--- src/rtl/xc_uart_pkg.sv ---
// Shared types for the XC board command receiver: FSM state encoding,
// the byte type carried through the FIFO, and the bit-period helper.
// Optional feature macro used by the receiver: XC_UART_RX_PARITY_EN.
package xc_uart_pkg;

    typedef enum logic [2:0] {
        ST_IDLE   = 3'd0,
        ST_START  = 3'd1,
        ST_DATA   = 3'd2,
        ST_PARITY = 3'd3,
        ST_STOP   = 3'd4,
        ST_BREAK  = 3'd5
    } xc_state_e;

    typedef logic [7:0] xc_byte_t;

    // Width of the bit-timing down-counter.
    localparam int unsigned XC_CNT_W = 16;

    // Number of sysclk cycles in one serial bit, truncated.
    function automatic int unsigned xc_clks_per_bit(input int unsigned clk_frequency,
                                                    input int unsigned baud_rate);
        return clk_frequency / baud_rate;
    endfunction

endpackage

--- src/rtl/xc_uart_rx_if.sv ---
// Byte-stream handshake between the UART receiver and the control logic.
// The receiver owns the master side; the consumer owns the slave side.
interface xc_uart_rx_if;
    import xc_uart_pkg::*;

    xc_byte_t data_out;
    logic     data_valid;
    logic     data_ready;
    logic     framing_err;
    logic     overrun;
    logic     busy;

    modport master (
        output data_out,
        output data_valid,
        output framing_err,
        output overrun,
        output busy,
        input  data_ready
    );

    modport slave (
        input  data_out,
        input  data_valid,
        input  framing_err,
        input  overrun,
        input  busy,
        output data_ready
    );

endinterface

--- src/rtl/xc_byte_fifo.sv ---
// Small synchronous byte FIFO. The head byte is held in a register so the
// output is glitch-free and a byte pushed into an empty FIFO only becomes
// visible on the following cycle (no fall-through). A push while full is
// accepted only when a pop happens in the same cycle.
module xc_byte_fifo
    import xc_uart_pkg::*;
#(
    parameter int unsigned DEPTH = 4
) (
    input  logic     sysclk,
    input  logic     reset_n,
    input  logic     i_push,
    input  xc_byte_t i_wr_data,
    input  logic     i_pop,
    output xc_byte_t o_rd_data,
    output logic     o_full,
    output logic     o_empty
);

    localparam int unsigned AW = $clog2(DEPTH);

    // Pointers carry one extra wrap bit to tell full from empty.
    logic [AW:0] r_wr_ptr;
    logic [AW:0] r_rd_ptr;
    logic [AW:0] w_wr_ptr_next;
    logic [AW:0] w_rd_ptr_next;
    xc_byte_t    r_mem [DEPTH];
    xc_byte_t    r_head;
    logic        w_do_push;
    logic        w_do_pop;

    assign o_empty       = (r_wr_ptr == r_rd_ptr);
    assign o_full        = (r_wr_ptr[AW] != r_rd_ptr[AW]) &&
                           (r_wr_ptr[AW-1:0] == r_rd_ptr[AW-1:0]);
    assign w_do_pop      = i_pop && !o_empty;
    assign w_do_push     = i_push && (!o_full || w_do_pop);
    assign w_wr_ptr_next = w_do_push ? r_wr_ptr + (AW+1)'(1) : r_wr_ptr;
    assign w_rd_ptr_next = w_do_pop  ? r_rd_ptr + (AW+1)'(1) : r_rd_ptr;
    assign o_rd_data     = r_head;

    // Storage array write port; contents need no reset.
    always_ff @(posedge sysclk) begin
        if (w_do_push) begin
            r_mem[r_wr_ptr[AW-1:0]] <= i_wr_data;
        end
    end

    // Read/write pointers, flushed by reset.
    always_ff @(posedge sysclk) begin
        if (!reset_n) begin
            r_wr_ptr <= '0;
            r_rd_ptr <= '0;
        end else begin
            r_wr_ptr <= w_wr_ptr_next;
            r_rd_ptr <= w_rd_ptr_next;
        end
    end

    // Registered head: the new head is either the byte being written into
    // the slot that becomes the head, or a byte already in the array.
    always_ff @(posedge sysclk) begin
        if (!reset_n) begin
            r_head <= '0;
        end else if (w_do_push && (w_rd_ptr_next == r_wr_ptr)) begin
            r_head <= i_wr_data;
        end else if (w_wr_ptr_next != w_rd_ptr_next) begin
            r_head <= r_mem[w_rd_ptr_next[AW-1:0]];
        end
    end

endmodule

--- src/rtl/xc_uart_rx.sv ---
// XC correlator board command receiver: samples the RX header pin on
// sysclk, decodes 8N1 frames (8E1 when XC_UART_RX_PARITY_EN is defined),
// buffers bytes in a small FIFO and reports framing/overrun as one-cycle
// pulses. A held-low line parks in BREAK so it never yields bytes.
module xc_uart_rx
    import xc_uart_pkg::*;
#(
    parameter int unsigned CLK_FREQUENCY = 10000000,
    parameter int unsigned BAUD_RATE     = 57600,
    parameter int unsigned FIFO_DEPTH    = 4
) (
    input  logic         sysclk,
    input  logic         reset_n,
    input  logic         rx,
    xc_uart_rx_if.master rx_bus
);

    localparam int unsigned CLKS_PER_BIT = xc_clks_per_bit(CLK_FREQUENCY, BAUD_RATE);
    localparam int unsigned HALF_BIT     = CLKS_PER_BIT / 2;
    // The counter expires on the cycle it reads zero, so a full bit period
    // reloads with CLKS_PER_BIT-1. The start load of HALF_BIT places the
    // start-bit check one cycle past mid-bit, which keeps START-entry to
    // push at exactly HALF_BIT + 9 bit periods.
    localparam logic [XC_CNT_W-1:0] LOAD_HALF = XC_CNT_W'(HALF_BIT);
    localparam logic [XC_CNT_W-1:0] LOAD_BIT  = XC_CNT_W'(CLKS_PER_BIT - 1);

    logic                r_rx_meta;
    logic                r_rx_s;
    xc_state_e           r_state;
    xc_state_e           w_state_next;
    logic [XC_CNT_W-1:0] r_cnt;
    logic [XC_CNT_W-1:0] w_cnt_next;
    logic [2:0]          r_bit_idx;
    logic [2:0]          w_bit_idx_next;
    xc_byte_t            r_shift;
    xc_byte_t            w_shift_next;
    logic                r_framing_err;
    logic                r_overrun;
    logic                w_expired;
    logic                w_push;
    logic                w_frame_bad;
    logic                w_pop;
    logic                w_fifo_full;
    logic                w_fifo_empty;
    xc_byte_t            w_fifo_head;
`ifdef XC_UART_RX_PARITY_EN
    logic                r_parity_err;
    logic                w_parity_err_next;
`endif

    assign w_expired = (r_cnt == '0);
    assign w_pop     = !w_fifo_empty && rx_bus.data_ready;

    // Two-flop synchroniser; resets to the idle (high) line level.
    always_ff @(posedge sysclk) begin
        if (!reset_n) begin
            r_rx_meta <= 1'b1;
            r_rx_s    <= 1'b1;
        end else begin
            r_rx_meta <= rx;
            r_rx_s    <= r_rx_meta;
        end
    end

    // Receiver state, bit timer, bit index and shift register.
    always_ff @(posedge sysclk) begin
        if (!reset_n) begin
            r_state   <= ST_IDLE;
            r_cnt     <= '0;
            r_bit_idx <= '0;
            r_shift   <= '0;
        end else begin
            r_state   <= w_state_next;
            r_cnt     <= w_cnt_next;
            r_bit_idx <= w_bit_idx_next;
            r_shift   <= w_shift_next;
        end
    end

`ifdef XC_UART_RX_PARITY_EN
    // Parity verdict captured at the parity sample, used at the stop sample.
    always_ff @(posedge sysclk) begin
        if (!reset_n) begin
            r_parity_err <= 1'b0;
        end else begin
            r_parity_err <= w_parity_err_next;
        end
    end
`endif

    // Next-state logic: sample each bit when the timer expires.
    always_comb begin
        w_state_next   = r_state;
        w_cnt_next     = w_expired ? r_cnt : r_cnt - XC_CNT_W'(1);
        w_bit_idx_next = r_bit_idx;
        w_shift_next   = r_shift;
        w_push         = 1'b0;
        w_frame_bad    = 1'b0;
`ifdef XC_UART_RX_PARITY_EN
        w_parity_err_next = r_parity_err;
`endif
        case (r_state)
            ST_IDLE: begin
                if (!r_rx_s) begin
                    w_state_next = ST_START;
                    w_cnt_next   = LOAD_HALF;
                end
            end
            ST_START: begin
                if (w_expired) begin
                    if (r_rx_s) begin
                        // Line went back high before mid start bit: glitch.
                        w_state_next = ST_IDLE;
                    end else begin
                        w_state_next   = ST_DATA;
                        w_cnt_next     = LOAD_BIT;
                        w_bit_idx_next = 3'd0;
                    end
                end
            end
            ST_DATA: begin
                if (w_expired) begin
                    w_shift_next   = {r_rx_s, r_shift[7:1]};
                    w_cnt_next     = LOAD_BIT;
                    w_bit_idx_next = r_bit_idx + 3'd1;
                    if (r_bit_idx == 3'd7) begin
`ifdef XC_UART_RX_PARITY_EN
                        w_state_next = ST_PARITY;
`else
                        w_state_next = ST_STOP;
`endif
                    end
                end
            end
`ifdef XC_UART_RX_PARITY_EN
            ST_PARITY: begin
                if (w_expired) begin
                    // Even parity: data bits plus parity bit XOR to zero.
                    w_parity_err_next = ^{r_shift, r_rx_s};
                    w_state_next      = ST_STOP;
                    w_cnt_next        = LOAD_BIT;
                end
            end
`endif
            ST_STOP: begin
                if (w_expired) begin
                    if (!r_rx_s) begin
                        w_frame_bad  = 1'b1;
                        w_state_next = ST_BREAK;
                    end else begin
`ifdef XC_UART_RX_PARITY_EN
                        w_frame_bad = r_parity_err;
                        w_push      = !r_parity_err;
`else
                        w_push      = 1'b1;
`endif
                        w_state_next = ST_IDLE;
                    end
                end
            end
            ST_BREAK: begin
                if (r_rx_s) begin
                    w_state_next = ST_IDLE;
                end
            end
            default: begin
                w_state_next = ST_IDLE;
            end
        endcase
    end

    // Registered one-cycle error pulses.
    always_ff @(posedge sysclk) begin
        if (!reset_n) begin
            r_framing_err <= 1'b0;
            r_overrun     <= 1'b0;
        end else begin
            r_framing_err <= w_frame_bad;
            r_overrun     <= w_push && w_fifo_full && !w_pop;
        end
    end

    xc_byte_fifo #(
        .DEPTH (FIFO_DEPTH)
    ) u_fifo (
        .sysclk    (sysclk),
        .reset_n   (reset_n),
        .i_push    (w_push),
        .i_wr_data (r_shift),
        .i_pop     (w_pop),
        .o_rd_data (w_fifo_head),
        .o_full    (w_fifo_full),
        .o_empty   (w_fifo_empty)
    );

    assign rx_bus.data_out    = w_fifo_head;
    assign rx_bus.data_valid  = !w_fifo_empty;
    assign rx_bus.framing_err = r_framing_err;
    assign rx_bus.overrun     = r_overrun;
    assign rx_bus.busy        = (r_state != ST_IDLE);

endmodule

--- src/flat_wrapper.sv ---
// flat-port wrapper written by rule: the top's interface ports become plain ports
module xc_uart_rx_flat import xc_uart_pkg::*;
#(
    parameter int unsigned CLK_FREQUENCY = 10000000,
    parameter int unsigned BAUD_RATE     = 57600,
    parameter int unsigned FIFO_DEPTH    = 4
)
  (sysclk, reset_n, rx, rx_bus_data_out, rx_bus_data_valid, rx_bus_framing_err, rx_bus_overrun, rx_bus_busy, rx_bus_data_ready);
  xc_uart_rx_if rx_bus_i ();
  input  logic sysclk;
  input  logic reset_n;
  input  logic rx;
  output wire logic [$bits(rx_bus_i.data_out)-1:0] rx_bus_data_out;
  output wire logic [$bits(rx_bus_i.data_valid)-1:0] rx_bus_data_valid;
  output wire logic [$bits(rx_bus_i.framing_err)-1:0] rx_bus_framing_err;
  output wire logic [$bits(rx_bus_i.overrun)-1:0] rx_bus_overrun;
  output wire logic [$bits(rx_bus_i.busy)-1:0] rx_bus_busy;
  input wire logic [$bits(rx_bus_i.data_ready)-1:0] rx_bus_data_ready;
  assign rx_bus_data_out = rx_bus_i.data_out;
  assign rx_bus_data_valid = rx_bus_i.data_valid;
  assign rx_bus_framing_err = rx_bus_i.framing_err;
  assign rx_bus_overrun = rx_bus_i.overrun;
  assign rx_bus_busy = rx_bus_i.busy;
  assign rx_bus_i.data_ready = rx_bus_data_ready;
  xc_uart_rx #(.CLK_FREQUENCY(CLK_FREQUENCY), .BAUD_RATE(BAUD_RATE), .FIFO_DEPTH(FIFO_DEPTH)) u_core (.sysclk(sysclk), .reset_n(reset_n), .rx(rx), .rx_bus(rx_bus_i));
endmodule
--- config.mk ---
export PLATFORM = sky130hd
export DESIGN_NAME = xc_uart_rx_flat
export DESIGN_NICKNAME = d
export VERILOG_FILES = /design/src/rtl/xc_uart_pkg.sv /design/src/rtl/xc_uart_rx_if.sv /design/src/rtl/xc_byte_fifo.sv /design/src/rtl/xc_uart_rx.sv /design/src/flat_wrapper.sv
export SDC_FILE = /design/constraint.sdc
export NUM_CORES = 1
export LEC_CHECK = 0
export CORE_ASPECT_RATIO = 1.1
export CORE_MARGIN = 2
export CORE_UTILIZATION = 35
export DETAILED_ROUTE_END_ITERATION = 7
export DONT_BUFFER_PORTS = 1
export PLACE_DENSITY_LB_ADDON = 0.1
export SLEW_MARGIN = 40
export SYNTH_ARGS = -nofsm -noshare
export SYNTH_HDL_FRONTEND = slang
export SYNTH_SLANG_ARGS = --single-unit
--- constraint.sdc ---
create_clock -name sysclk -period 2.9 [get_ports sysclk]
set_input_delay 0.29 -clock sysclk [delete_from_list [all_inputs] [get_ports sysclk]]
set_output_delay 0.29 -clock sysclk [all_outputs]
set_load 0.01 [all_outputs]
==> metrics.yaml, run 1 <==
worst_setup_path:
  reg2regPathDepth: 9
  critPathKind: "reg2reg"
  critical_path_depth: 9
  start_kind: "flop"
  worstPathMaxFanout: 8
  critical-path-max-stage-delay_ns: 0.48
  cp.required_ns: 3.15
  critPathSlowestCell: "or3_4"
  critPathArrivalTime_ns: 2.86
  crit_family: "simple AND/OR/NAND/NOR gates"
  critPathBufInv: 2
  critical_path.cell_chain: "inv_1, ha_1, nor4b_1, and4_4, inv_2, or3_1, or3_4, a211o_1, mux2i_1"
  crit_path_end_kind: "flop"
yosys:
  synth.avg_cell_area_um2: 10.9
  synth_nets: 388
  post_synth_num_cell_types: 46
  synth_top_cell_by_area: "dfxtp_1"
  ys_async_sr_fraction_pct: 0
  synth.top_cells.by_area: "dfxtp_1 (24%), edfxtp_1 (24%), mux2_2 (7.7%)"
  ys.flop_type: "dfxtp_1"
  synth_area_mm2: 0.00408
  synth_top_area_share_pct: 23.6
  yosys_warnings: 0
  synth-edff-count: 32
  yosysMostFrequentCell: "dfxtp_1"
  synth_common_cells: "dfxtp_1 (48), nor2_1 (40), edfxtp_1 (32)"
  ys_seq_area_share_pct: 47.2
  netlist_instances: 374
  synth_seq_cells: 80
clock_tree:
  clock_latency_ns: 0.33
  cts_buffer_depth: 2
  cts-resized-gates: 0
  cts_hold_buf: 0
  postCtsSetupRepairBufs: 0
  tritoncts: "yes"
  clk_pin_slew_worst_paths_ns: 0.06
  clkSinkCount: 80
  clockRootBuffer: "clkbuf_16"
  cts_buffers: 9
  htreeDepth: 3
timing:
  postLayoutSetupSlackWorst_ns: 0.296
  worst-slew-pin-transition_ns: 0.710
  rsz0062_at_grt: "false"
  skew_ns: 0.0102
  fin_crit_ns: 2.60
  fin_setup_tns_ns: 0
  slew_viol_final: 0
  relSlewSlack_pct: 52.6
  final-setup-viol-count: 0
  fin_crit_sh_pct: 89.8
  timing.fmax_ghz: 0.384
  timing_hold_violations_final: 0
power_and_ir_drop:
  peakVddDrop_v: 0.000339
  p_leak_uw: 0.00165
  power_density_mw_per_mm2: 666
final_layout:
  drive_above_1_share_pct: 20.1
  antennaDiodeCount: 0
  fillCellCount: 1102
  nets: 398
  area.growth.synth_to_final_pct: 13.0
  fin_cells: 539
global_routing:
  gr-total-overflow: 0
  grt_first_pass_wirelength_um: 15300
  grt_pass1_vias: 2905
  antenna_found_initial: 0
  grtUsageTotal_pct: 16.1
  grt_max_degree: 22
routing:
  vias: 2826
  viasPerCell: 5.24
  drt_first_iter_violations: 75
  routedWlPerCell_um: 17.1
  ant_nets: 0
  drc: 0
  wl_um: 9230
  firstDrtPassIters: 4
placement:
  place_congestion: 0.791
  post-place-cells: 523
  hpwl_um: 6330
  io_buffers: 0
  pre_cts_slack_ns: 0.156
die:
  fp.dieH_um: 117
  core_area_mm2: 0.0114
  row_count: 41
  dieWidth_um: 107
  start_util_pct: 35.6
  num_io_pins: 16
  die_area_mm2: 0.0125
run_status:
  status: "finished clean"
flow_run:
  cap_viol_max_count: 0
worst_hold_path:
  hold_path_class: "in2reg"
  hold_depth: 1
## layer usage
layer  track usage [%]  vias up  part of all wire [%]
met5                 0        -                     0
li1                  -     1401                     -
met3              4.21        9                   3.6
met4              5.11        0                   1.5
met1              19.0     1378                    43
met2              28.9       38                    52
## where the power goes
part           total (µW)  switching [µW]  leakage, µW  internal, µW
Combinational         706             382     0.000838           324
Sequential           1330            88.9     0.000686          1240
Clock                1030             448     0.000126           581
Total                3070             919      0.00165          2150
## kinds of logic (layout without fill, tap and decap cells)
family / Yosys count / count (layout) / synth area share, %
and+or+nand+nor: 118 / 118 / 14.5
DFF: 80 / 80 / 47.2
AOI/OAI and AO/OA: 58 / 58 / 10.3
muxes: 57 / 57 / 17.6
buffers and inverters: 29 / 44 / 2.70
xor gates and xnor gates: 22 / 22 / 4.73
adders and majority gates: 10 / 10 / 3.07
## sequential cells by signal, summed over array words and instances (netlist names)
register	count
u_core.u_fifo.r_mem	32
u_core.r_cnt	16
u_core.r_shift	8
u_core.u_fifo.o_rd_data	8
u_core.r_bit_idx	3
u_core.r_state	3
u_core.u_fifo.r_rd_ptr	3
u_core.u_fifo.r_wr_ptr	3
u_core.r_rx_meta	1
u_core.r_rx_s	1
u_core.rx_bus.framing_err	1
u_core.rx_bus.overrun	1
## worst register-to-register path, cell delays in order (launching register included)
cell and delay [ns]:
dfxtp_1 0.33, inv_1 0.11, ha_1 0.15, nor4b_1 0.31
and4_4 0.30, inv_2 0.04, or3_1 0.40, or3_4 0.48
a211o_1 0.31, mux2i_1 0.12
## per-stage QoR
step / instance area (µm²) / utilization [%] / total power (µW) / hold WS, ns
after floorplan: 4080 / - / 1890 / 0.386
after global routing: 4610 / 40.3 / 3260 / 0.0348
after detailed placement: 4330 / 37.9 / 2060 / 0.374
after global placement: 4330 / 37.9 / 2060 / 0.373
after CTS: 4600 / 40.2 / 3100 / 0.0302
final: 4610 / 40.3 / 3070 / 0.0363
## final timing paths
kind                                  startpoint                         end  slack (ns)
worst max-delay path             u_core.r_cnt[0]  u_core.u_fifo.o_rd_data[6]        0.30
worst min-delay path                     reset_n               u_core.r_rx_s        0.04
worst min register to register  u_core.r_rx_meta               u_core.r_rx_s        0.41
worst max register to register   u_core.r_cnt[0]  u_core.u_fifo.o_rd_data[6]        0.30
## cell type report
class / count / area (µm²) / area share [%]
timing repair buffer: 19 / 143 / 3.10
tap: 150 / 188 / 4.07
inverter: 9 / 33.8 / 0.733
clock inverter: 5 / 33.8 / 0.733
multi-input combinational: 265 / 2050 / 44.6
clock buffer: 11 / 233 / 5.05
sequential: 80 / 1920 / 41.7
## cell usage in the layout (no fill, tap or decap), types with 3 or more instances in the layout
| cell type | Yosys | routed |
|---|---|---|
| nand4_1 | 4 | 4 |
| or3_1 | 7 | 6 |
| inv_1 | 8 | 8 |
| nor2_1 | 40 | 40 |
| edfxtp_1 | 32 | 32 |
| o21ai_0 | 9 | 9 |
| clkbuf_16 | 0 | 9 |
| a211oi_1 | 3 | 3 |
| mux2_2 | 28 | 28 |
| and2_1 | 7 | 7 |
| nand3_1 | 6 | 6 |
| mux4_2 | 9 | 9 |
| xnor2_1 | 14 | 14 |
| nand2b_1 | 3 | 3 |
| xor2_1 | 8 | 8 |
| a21oi_1 | 17 | 17 |
| dfxtp_1 | 48 | 48 |
| o221ai_1 | 7 | 7 |
| buf_4 | 0 | 19 |
| mux2i_1 | 20 | 20 |
| nand2_1 | 23 | 23 |
| nor4_1 | 6 | 6 |
| a22oi_1 | 4 | 4 |
| nor3_1 | 13 | 12 |
| ha_1 | 10 | 10 |
Note: power is estimated with default switching activity, not from simulation.
==> run 2: changes to the inputs <==
--- a/config.mk
+++ b/config.mk
@@ -10,6 +10,7 @@
 export CORE_UTILIZATION = 35
 export DETAILED_ROUTE_END_ITERATION = 7
 export DONT_BUFFER_PORTS = 1
+export GPL_TIMING_DRIVEN = 0
 export PLACE_DENSITY_LB_ADDON = 0.1
 export SLEW_MARGIN = 40
 export SYNTH_ARGS = -nofsm -noshare
==> metrics.yaml, run 2 (synthesized netlist as in run 1, its figures left out) <==
clock_tree:
  clk_pin_slew_worst_paths_ns: 0.06
  cts_buffer_depth: 2
  tritoncts: "yes"
  cts_buffers: 9
  clockRootBuffer: "clkbuf_16"
  htreeDepth: 3
  clkSinkCount: 80
  clock_latency_ns: 0.34
final_layout:
  area.growth.synth_to_final_pct: 13.7
  largest_reg_flops: 32
  nets: 399
  drive_above_1_share_pct: 17.4
  layout_common_cells: "dfxtp_1 (48), nor2_1 (40), edfxtp_1 (32)"
  fin_util_pct: 40.5
  antennaDiodeCount: 0
  final_common_cell: "dfxtp_1"
  final_area_mm2: 0.00463
timing:
  relSlewSlack_pct: 50.7
  fin_crit_ns: 2.72
  postLayoutSetupSlackWorst_ns: 0.185
  rsz0062_at_grt: "false"
  skew_ns: 0.00836
  timing.fmax_ghz: 0.368
  final-setup-viol-count: 0
  timing_hold_violations_final: 0
  worst-slew-pin-transition_ns: 0.739
  slew_viol_final: 0
  fin_crit_sh_pct: 93.6
global_routing:
  grtUsageTotal_pct: 16.7
  antenna_found_initial: 0
  grt_pass1_vias: 2909
  grt_max_degree: 15
  gr-total-overflow: 0
  grt_first_pass_wirelength_um: 15500
worst_setup_path:
  critPathArrivalTime_ns: 2.99
  critPathBufInv: 3
  crit_family: "simple AND/OR/NAND/NOR gates"
  critical-path-max-stage-delay_ns: 0.41
  rrSetupSlack_ns: 0.18
  critPathKind: "reg2reg"
  critPathSlowestCell: "or3_1"
  worstPathMaxFanout: 8
  start_kind: "flop"
  cp.required_ns: 3.17
  path_common_cell: "or3_1"
  crit_path_end_kind: "flop"
  critical_path.cell_chain: "inv_1, ha_1, nor4b_2, and4_4, inv_2, or3_1, or3_1, buf_2, a211o_1, mux2i_1"
placement:
  io_buffers: 0
  place_area_mm2: 0.00427
  pre_cts_slack_ns: -0.218
  hpwl_um: 6570
  place_congestion: 0.826
routing:
  highest-signal-layer: "met4"
  vias: 2902
  firstDrtPassIters: 4
  wl_met2_um: 4750
  wl_um: 9640
  ant_nets: 0
  drt_first_iter_violations: 117
  wl_met3_um: 223
  viasPerCell: 5.37
  drc: 0
  routedWlPerCell_um: 17.9
  met1_length_um: 4320
power_and_ir_drop:
  power_density_mw_per_mm2: 705
  finalPower_uw: 3270
  p_leak_uw: 0.00162
  peakVddDrop_v: 0.000325
flow_run:
  cap_viol_max_count: 0
worst_hold_path:
  hold_path_class: "in2reg"
die:
  core_area_mm2: 0.0114
  num_io_pins: 16
  start_util_pct: 35.6
  fp.dieH_um: 117
  row_count: 41
  dieWidth_um: 107
  die_area_mm2: 0.0125
run_status:
  status: "finished clean"
==> run 2: cell count changes in the layout (fill, tap and decap cells not counted), sizes merged <==
cell,delta
buf,-16
bufinv,+2
inv,+1
clkinvlp,-1
clkbuf,+15
==> run 2: timing repair <==
item,in CTS,in global routing
hold buffers,0,0
gates resized for setup,5,3
pin swaps,0,1
endpoints found under the hold margin,0,0
endpoints found under the setup margin,41,32
setup buffers,0,1
==> run 2: metrics by stage <==
| step | instances | hold slack, ns | TNS (ns) |
|---|---|---|---|
| floorplan | 374 | 0.386 | 0 |
| global placement | 524 | 0.388 | -5.69 |
| detailed placement | 524 | 0.396 | -5.47 |
| CTS | 540 | 0.0381 | 0 |
| global route | 540 | 0.0469 | 0 |
| finish | 540 | 0.0458 | 0 |
==> run 2: metal layers <==
layer  global-route usage (%)  up-vias
met2                     29.2       52
met4                     8.57        0
met1                     19.9     1412
met3                     2.82       26
li1                         -     1412
met5                        0        -
==> run 2: layout make-up <==
cell class                 instances  area, µm²
fill                            1099       6810
multi-input combinational        265       2080
sequential                        80       1920
clock buffer                       9        225
tap                              150        188
clock inverter                     7       93.8
buffer                            19       75.1
inverter                           9       33.8
timing repair buffer               1       20.0
==> run 2: worst reg2reg max path: cells and delay by family (launching register included) <==
kind	cells	cell delay, ns
buffers and inverters	3	0.39
AND/OR/NAND/NOR	4	1.32
AO/OA/AOI/OAI	1	0.31
flip-flops	1	0.34
adder cells (fa/ha/maj)	1	0.18
multiplexers	1	0.11
==> run 2: path summary, 6_finish.rpt <==
path                                                    to              from  depth (start not counted)
worst min-delay path                      u_core.r_rx_meta                rx                          1
worst min register to register               u_core.r_rx_s  u_core.r_rx_meta                          1
worst max register to register  u_core.u_fifo.o_rd_data[6]   u_core.r_cnt[0]                         10
worst max-delay path            u_core.u_fifo.o_rd_data[6]   u_core.r_cnt[0]                         10
==> run 2: power breakdown <==
part           switching (µW)  internal (µW)  total [µW]
Clock                     477            756        1230
Combinational             396            304         701
Sequential               93.4           1240        1340
Total                     967           2300        3270
==> run 3: changes to the inputs <==
--- a/config.mk
+++ b/config.mk
@@ -7,7 +7,7 @@
 export LEC_CHECK = 0
 export CORE_ASPECT_RATIO = 1.1
 export CORE_MARGIN = 2
-export CORE_UTILIZATION = 35
+export CORE_UTILIZATION = 25
 export DETAILED_ROUTE_END_ITERATION = 7
 export DONT_BUFFER_PORTS = 1
 export GPL_TIMING_DRIVEN = 0
==> metrics.yaml, run 3 (synthesized netlist as in run 1, its figures left out) <==
global_routing:
  antenna_found_initial: 0
  gr-total-overflow: 0
  grt_first_pass_wirelength_um: 16500
  grt_max_degree: 16
  grtUsageTotal_pct: 12.8
  grt_pass1_vias: 2889
final_layout:
  final_area_mm2: 0.00470
  area.growth.synth_to_final_pct: 15.4
  final_common_cell: "dfxtp_1"
  antennaDiodeCount: 0
  largest_reg_flops: 32
  layout_common_cells: "dfxtp_1 (48), nor2_1 (40), edfxtp_1 (32)"
  nets: 399
  drive_above_1_share_pct: 17.9
worst_hold_path:
  hold_depth: 1
  hp-start: "rx"
  hold_end: "u_core.r_rx_meta"
  hold_path_class: "in2reg"
timing:
  fin_crit_ns: 2.74
  timing.fmax_ghz: 0.365
  relSlewSlack_pct: 49.7
  rsz0062_at_grt: "false"
  worst-slew-pin-transition_ns: 0.755
  slew_viol_final: 0
  fin_crit_sh_pct: 94.4
  timing_hold_violations_final: 0
  final-setup-viol-count: 0
  skew_ns: 0.00937
  postLayoutSetupSlackWorst_ns: 0.162
power_and_ir_drop:
  finalPower_uw: 3250
  peakVddDrop_v: 0.000277
  power_density_mw_per_mm2: 690
  p_leak_uw: 0.00162
worst_setup_path:
  path_common_cell: "or3_1"
  r2r-end: "u_core.u_fifo.o_rd_data[6]"
  cp-startpoint: "u_core.r_cnt[0]"
  reg2reg_from: "u_core.r_cnt[0]"
  rrSetupSlack_ns: 0.16
  critical_path_depth: 10
  cp.required_ns: 3.18
  critPathArrivalTime_ns: 3.01
  crit_family: "simple AND/OR/NAND/NOR gates"
  critPathBufInv: 3
  critical-path-max-stage-delay_ns: 0.41
  critPathSlowestCell: "or3_1"
  reg2regPathDepth: 10
  critPathKind: "reg2reg"
  worstPathMaxFanout: 8
  crit_path_end_kind: "flop"
  start_kind: "flop"
  critical_path.cell_chain: "inv_1, ha_1, nor4b_4, and4_4, inv_2, or3_1, or3_1, buf_2, a211o_1, mux2i_1"
routing:
  wl_um: 10600
  firstDrtPassIters: 4
  viasPerCell: 4.83
  ant_nets: 0
  routedWlPerCell_um: 17.9
  drc: 0
  drt_first_iter_violations: 141
  vias: 2852
placement:
  io_buffers: 0
  place_area_mm2: 0.00434
  hpwl_um: 7260
  place_congestion: 0.753
  pre_cts_slack_ns: -0.342
die:
  row_count: 48
  die_area_mm2: 0.0173
  core_area_mm2: 0.0158
  fp.dieH_um: 138
  dieWidth_um: 126
  start_util_pct: 25.8
  num_io_pins: 16
run_status:
  status: "finished clean"
clock_tree:
  clock_latency_ns: 0.35
  clockRootBuffer: "clkbuf_16"
  clkSinkCount: 80
  cts_buffers: 9
  tritoncts: "yes"
  cts_buffer_depth: 2
  clk_pin_slew_worst_paths_ns: 0.07
  htreeDepth: 3
flow_run:
  cap_viol_max_count: 0
run 3: cell count changes in the layout (fill, tap and decap cells not counted), sizes merged:
| cell | previous run | this run |
|---|---|---|
| bufinv | 2 | 1 |
| clkinv | 2 | 3 |
run 3: worst max-delay path by stage:
| stage | slack, ns | end |
|---|---|---|
| after floorplan | 0.40 | u_core.u_fifo.o_rd_data[0] |
| after global placement | -0.44 | u_core.u_fifo.o_rd_data[1] |
| after detailed placement | -0.34 | u_core.u_fifo.o_rd_data[1] |
| after CTS | 0.03 | u_core.u_fifo.o_rd_data[2] |
| after global routing | 0.02 | u_core.u_fifo.o_rd_data[0] |
| final | 0.16 | u_core.u_fifo.o_rd_data[6] |
run 3: stage by stage:
step	setup TNS [ns]	utilization [%]	hold WS (ns)	cells
detailed placement	-2.10	27.4	0.397	574
finish	0	29.8	0.0343	590
global placement	-11.55	27.4	0.392	574
global route	0	29.8	0.0243	590
CTS	0	29.5	0.0234	589
floorplan	0	-	0.386	374
run 3: routing by layer:
layer / global-route usage, % / vias up / routed length, µm / share of wire (%)
li1: - / 1416 / - / -
met4: 5.68 / 0 / 218 / 2.1
met3: 2.62 / 15 / 262 / 2.5
met2: 22.4 / 25 / 5260 / 50
met1: 15.3 / 1396 / 4820 / 46
met5: 0 / - / 0 / 0
run 3: worst reg2reg max path: stages (launching register included):
cell and delay, ns:
dfxtp_1 0.34, inv_1 0.14, ha_1 0.17, nor4b_4 0.21, and4_4 0.27, inv_2 0.08, or3_1 0.41, or3_1 0.37
buf_2 0.20, a211o_1 0.31, mux2i_1 0.15
run 3: final cells by class:
class / count / area (µm²)
inverters: 9 / 33.8
repair buffers: 1 / 7.51
clock inverters: 7 / 78.8
multi-input cells: 265 / 2110
plain buffers: 19 / 75.1
flip-flops and latches: 80 / 1920
well taps: 200 / 250
fillers: 1634 / 11100
clock buffers: 9 / 225
run 3: power by group:
| part | internal (µW) | total (µW) | switching [µW] |
|---|---|---|---|
| sequential | 1240 | 1340 | 94.6 |
| clock | 676 | 1190 | 510 |
| combinational | 316 | 724 | 408 |
| total | 2230 | 3250 | 1010 |
run 3: what timing repair did:
item | 4_1_cts | 5_1_grt
setup buffers | 0 | 1
hold endpoints to repair | 0 | 0
hold buffers | 0 | 0
cloned | 0 | 0
resized for setup | 6 | 5
endpoints found under the setup margin | 17 | 33
